File: config.mk
export PLATFORM = sky130hd
export DESIGN_NAME = special_register_file
export DESIGN_NICKNAME = d
export VERILOG_FILES = /design/src/rtl/sreg_pkg.sv /design/src/rtl/sreg_cell.sv /design/src/rtl/special_register_file.sv
export SDC_FILE = /design/constraint.sdc
export NUM_CORES = 1
export LEC_CHECK = 0
export ABC_AREA = 0
export BUFFER_PORTS_ARGS = -buffer_cell sky130_fd_sc_hd__buf_4
export CAP_MARGIN = 20
export CORE_MARGIN = 3
export CORE_UTILIZATION = 57
export CTS_CLUSTER_DIAMETER = 200
export DETAILED_ROUTE_END_ITERATION = 10
export GPL_ROUTABILITY_DRIVEN = 0
export PLACE_DENSITY = 0.76
export SYNTH_ARGS = -nofsm -noshare
export SYNTH_HDL_FRONTEND = slang
export SYNTH_SLANG_ARGS = --single-unit
File: constraint.sdc
create_clock -name clk -period 3.25 [get_ports clk]
set_input_delay 0.325 -clock clk [delete_from_list [all_inputs] [get_ports clk]]
set_output_delay 0.325 -clock clk [all_outputs]
set_load 0.005 [all_outputs]
File: src/rtl/sreg_pkg.sv
// Shared definitions for the special-register write decoder and storage:
// register codes, code-to-write-bit mapping, register count, default width.
package sreg_pkg;

    localparam int unsigned SREG_NUM    = 8;
    localparam int unsigned SREG_DATA_W = 16;

    typedef enum logic [3:0] {
        SREG_NONE     = 4'd0,
        SREG_RCOL     = 4'd1,
        SREG_RROW     = 4'd2,
        SREG_RI       = 4'd3,
        SREG_RJ       = 4'd4,
        SREG_RTOTAL   = 4'd5,
        SREG_RADDRESS = 4'd6,
        SREG_RBND     = 4'd7,
        SREG_RCOLTEMP = 4'd8
    } sreg_code_e;

    // Storage index (code - 1) of the registers the top module taps directly
    localparam int unsigned SREG_IDX_RI       = 2;
    localparam int unsigned SREG_IDX_RADDRESS = 5;
    localparam int unsigned SREG_IDX_RBND     = 6;

    // True for codes that name a real register (1..8)
    function automatic logic sreg_code_valid(input logic [3:0] c);
        return (c >= SREG_RCOL) && (c <= SREG_RCOLTEMP);
    endfunction

    // Storage index of a valid code
    function automatic logic [2:0] sreg_code_to_idx(input logic [3:0] c);
        logic [3:0] t;
        t = c - 4'd1;
        return t[2:0];
    endfunction

    // wr_en bit carrying a code: Rcol is bit 7 down to RcolTemp at bit 0
    function automatic int unsigned sreg_wr_bit(input logic [3:0] c);
        return SREG_NUM - 32'(c);
    endfunction

endpackage

File: src/rtl/sreg_cell.sv
// One special register with write > clear > increment > hold priority.
// o_d exposes the value the register takes at the next edge.
module sreg_cell #(
    parameter int unsigned DATA_W = 16
) (
    input  logic              clk,
    input  logic              rst,
    input  logic              i_wr,
    input  logic [DATA_W-1:0] i_wr_data,
    input  logic              i_clr,
    input  logic              i_inc,
    output logic [DATA_W-1:0] o_q,
    output logic [DATA_W-1:0] o_d
);

    logic [DATA_W-1:0] r_q;
    logic [DATA_W-1:0] w_d;

    // Next-value selection; increment wraps naturally at 2^DATA_W
    always_comb begin
        w_d = r_q;
        if (i_wr)
            w_d = i_wr_data;
        else if (i_clr)
            w_d = '0;
        else if (i_inc)
            w_d = r_q + DATA_W'(1);
    end

    // Register storage with synchronous reset
    always_ff @(posedge clk) begin
        if (rst)
            r_q <= '0;
        else
            r_q <= w_d;
    end

    assign o_q = r_q;
    assign o_d = w_d;

endmodule

File: src/rtl/special_register_file.sv
// Eight special-purpose registers with registered read-back, live Raddress
// output and a registered Ri == Rbnd flag.
// Optional: define SREG_ONEHOT_CHECK_EN to enable the sticky onehot_err flag
// for write vectors with more than one bit set; otherwise onehot_err is 0.
module special_register_file
    import sreg_pkg::*;
#(
    parameter int unsigned DATA_W = SREG_DATA_W
) (
    input  logic              clk,
    input  logic              rst,
    input  logic [7:0]        wr_en,
    input  logic [DATA_W-1:0] wr_data,
    input  logic [3:0]        clr_sel,
    input  logic [3:0]        inc_sel,
    input  logic [3:0]        rd_sel,
    output logic [DATA_W-1:0] rd_data,
    output logic [DATA_W-1:0] raddress,
    output logic              i_eq_bnd,
    output logic              onehot_err
);

    logic [DATA_W-1:0] w_q [SREG_NUM];
    logic [DATA_W-1:0] w_d [SREG_NUM];
    logic [DATA_W-1:0] w_rd_mux;
    logic [DATA_W-1:0] r_rd_data;
    logic              r_eq_bnd;

    for (genvar g = 0; g < SREG_NUM; g++) begin : g_cell
        localparam logic [3:0]  L_CODE = 4'(g + 1);
        localparam int unsigned L_BIT  = sreg_wr_bit(L_CODE);

        sreg_cell #(
            .DATA_W(DATA_W)
        ) u_cell (
            .clk       (clk),
            .rst       (rst),
            .i_wr      (wr_en[L_BIT]),
            .i_wr_data (wr_data),
            .i_clr     (clr_sel == L_CODE),
            .i_inc     (inc_sel == L_CODE),
            .o_q       (w_q[g]),
            .o_d       (w_d[g])
        );
    end

    // Read mux over current contents; unused codes read as zero
    always_comb begin
        w_rd_mux = '0;
        if (sreg_code_valid(rd_sel))
            w_rd_mux = w_q[sreg_code_to_idx(rd_sel)];
    end

    // Read-back and loop-bound flag; the flag compares post-update values
    always_ff @(posedge clk) begin
        if (rst) begin
            r_rd_data <= '0;
            r_eq_bnd  <= 1'b0;
        end else begin
            r_rd_data <= w_rd_mux;
            r_eq_bnd  <= (w_d[SREG_IDX_RI] == w_d[SREG_IDX_RBND]);
        end
    end

`ifdef SREG_ONEHOT_CHECK_EN
    logic r_onehot_err;

    // Sticky flag for write vectors with more than one bit set
    always_ff @(posedge clk) begin
        if (rst)
            r_onehot_err <= 1'b0;
        else if ((wr_en & (wr_en - 8'd1)) != 8'd0)
            r_onehot_err <= 1'b1;
    end

    assign onehot_err = r_onehot_err;
`else
    assign onehot_err = 1'b0;
`endif

    assign rd_data  = r_rd_data;
    assign raddress = w_q[SREG_IDX_RADDRESS];
    assign i_eq_bnd = r_eq_bnd;

endmodule

==> flow_summary_export.csv <==
group,metric,value,unit
timing,period_share,0.7703,
drt,drt_iter0_drc,1753,
drt,avgRoutedWirePerCell,23.15,um
worst_hold_path,holdCritPathClass,"in -> reg",
timing,fmaxAchievable,399.4,MHz
floorplan,rows,46,
timing,hold_violations,0,
timing,tns,0,ns
synth,synth_edf_count,0,
drt,wl_met2,14.21,mm
synth,yosysWarnings,0,
critical_path,reg2reg_slack,0.75,ns
cts,cts_sinks,145,
cells_and_area,drive_gt1_frac,0.1382,
drt,wl_met3,4.724,mm
cells_and_area,post-route-util,0.6629,
synth,synth_ff_type,"dfxtp_1",
synth,synth_fp_nets,1283,
worst_hold_path,whs_endpoint,"g_cell[1].u_cell.o_q[1]",
global_routing,grt_antenna_before_repair,0,
cts,worstSkewPairLatency,0.44,ns
floorplan,dieArea,0.01847,mm^2
global_routing,grt_max_degree,48,
synth,ys_types,73,
drt,drt-total-wl,33.98,mm
critical_path,endpoint_kind,"flop",
cts,h-tree-depth,4,
cts,cts_setup_buffers,0,
timing,tightest_slew,0.9790,ns
placed_design,port_buffers,70,
drt,ant_nets,0,
drt,vias,10300,
floorplan,die_h,135.9,um
drt,highest_layer,"met4",
timing,setup_viol,0,
timing,relSlewSlack,0.3381,
pwr,powerDensity,458.9,mW/mm^2
pwr,p_leak,3.937,nW
synth,synth.avg_cell_area,7.789,um^2
placed_design,placed_cells,1436,
cts,cts_buffers,17,
critical_path,critPathMaxFanout,6,
floorplan,ioPinCount,72,
synth,syn_area,0.009619,mm^2
drt,vias_per_cell,7.013,
worst_hold_path,hold_start,"wr_data[1]",
cells_and_area,diodes,0,
cells_and_area,syn2layout_area_growth,11.45,%
placed_design,place_hpwl,23.58,mm
worst_hold_path,min_path_cells,3,
synth,synthCells,1235,
synth,async_flop_share,0,
synth,yosysSeqAreaShare,0.3018,
timing,finalClockSkew,0.009243,ns
cts,path_clk_slew,0.06,ns
critical_path,worstPathArrival,2.85,ns
cells_and_area,layout_commonest_cell,"a21oi_1",
run_status,outcome,"completed",
critical_path,ff2ff_path_depth,8,
drt,drt_pass1_iterations,6,
drt,drc,0,
critical_path,critPathKind,"reg -> reg",
global_routing,grtUsageTotal,0.3706,
cts,clockBufferDepth,2,
global_routing,grt_pass1_vias,9017,
floorplan,start_util,0.5948,
floorplan,coreArea,0.01617,mm^2
floorplan,die_w,135.9,um
timing,period_minus_slack,2.503,ns
cts,cts_root_buf,"clkbuf_16",
pwr,ir_worst_vdd,0.4282,mV
cts,post_cts_resized,0,
run,cap_violations,0,
critical_path,crit_required,3.60,ns
synth,yosys_register_bits,145,
cells_and_area,layout.cells.non_filler,1468,
cells_and_area,final_cell_mix,"178 x a21oi_1, 158 x nand2_1, 145 x dfxtp_1",
timing,rsz0062_at_grt,"false",
timing,finalMaxSlewViolations,0,
pwr,power,4.920,mW
cts,cts_hold_buf,0,
critical_path,r2r-end,"i_eq_bnd",
global_routing,grt_pass1_wl,52.49,mm
drt,wl_met1,13.28,mm
critical_path,crit_path_start,"g_cell[6].u_cell.o_q[0]",
critical_path,start_kind,"flop",
critical_path,timing.rr.start,"g_cell[6].u_cell.o_q[0]",
global_routing,grt-ovfl-total,0,
cts,cts_tree,"built",
cells_and_area,nets,1287,
Yosys cell counts, drive strengths merged, types with 2 or more instances:
cell / number / share of area
a21o: 17 / 0.013
o211ai: 9 / 0.0070
xor2: 20 / 0.019
nand2b: 8 / 0.0052
mux4: 32 / 0.075
xnor2: 29 / 0.027
a22oi: 21 / 0.016
nand2: 158 / 0.062
nor3b: 8 / 0.0062
nor2b: 12 / 0.0078
buf: 23 / 0.014
a32oi: 8 / 0.0073
inv: 13 / 0.0051
nor2: 107 / 0.042
o31ai: 10 / 0.0078
a221oi: 5 / 0.0046
mux2: 2 / 0.0023
a32o: 12 / 0.012
o41ai: 2 / 0.0026
ha: 10 / 0.013
nor4: 14 / 0.016
dfxtp: 145 / 0.30
and4: 4 / 0.0036
nor4b: 2 / 0.0025
mux2i: 10 / 0.010
and3: 22 / 0.014
a31oi: 18 / 0.012
a222oi: 8 / 0.0083
nand4: 22 / 0.016
a22o: 3 / 0.0027
nor3: 87 / 0.047
or2: 8 / 0.0052
o21ai: 36 / 0.019
a21oi: 178 / 0.093
o21a: 2 / 0.0016
a311oi: 5 / 0.0046
and2: 2 / 0.0013
a211oi: 30 / 0.023
nand3: 43 / 0.023
clkbuf: 75 / 0.029
worst max-delay path by stage:
stage | to | cells after the start
detailed placement | i_eq_bnd | 8
CTS | i_eq_bnd | 7
global route | i_eq_bnd | 7
finish | i_eq_bnd | 8
floorplan | rd_data[5] | 9
global placement | i_eq_bnd | 8
logic make-up after synthesis:
logic type,count (synthesis),share of synthesized area
buf+inv,111,0.04826
simple gates,504,0.2604
fa+ha+maj,10,0.01301
xor+xnor,49,0.04618
other cells,1,0.0003898
mux,44,0.08806
compound gates,371,0.2419
flops,145,0.3018
worst max-delay path, stage by stage (launching register included):
cell	delay, ns
dfxtp_1	0.42
ha_1	0.25
nand2_1	0.19
nor3_1	0.38
xor2_1	0.25
a222oi_1	0.11
nor4_1	0.39
nand4_1	0.15
nor4b_2	0.27
area by class of cell:
class / instances / area (um^2)
sequential: 145 / 2903
multi-input combinational: 979 / 6260
clock inverter: 13 / 160.2
clock buffer: 19 / 442.9
tap: 216 / 270.3
inverter: 13 / 48.80
fill: 1408 / 5453
timing repair buffer: 83 / 635.6
sequential cells by signal, summed over array words and instances (netlist names):
signal / count
g_cell.u_cell.o_q: 128
rd_data: 16
i_eq_bnd: 1
power breakdown:
group | internal, mW | total, mW | leakage (nW) | switching [mW]
clock network | 1.23 | 2.05 | 0.281 | 0.826
logic | 0.347 | 0.837 | 2.47 | 0.491
registers | 1.87 | 2.03 | 1.19 | 0.162
metal layers:
layer	track usage	vias to the layer above
li1	-	4616
met1	0.5239	4759
met2	0.5301	775
met3	0.09289	145
met4	0.1741	0
met5	0	-
stage by stage:
| stage | hold WS [ns] | area (um^2) | setup WS [ns] |
|---|---|---|---|
| detailed placement | 0.5320 | 10120 | 0.5457 |
| CTS | 0.2454 | 10720 | 0.7893 |
| floorplan | 0.4833 | 9619 | 0.4827 |
| finish | 0.2549 | 10720 | 0.7465 |
| global placement | 0.5245 | 10120 | 0.6381 |
| global route | 0.2481 | 10720 | 0.4680 |
Note: power is estimated with default switching activity, not from simulation.
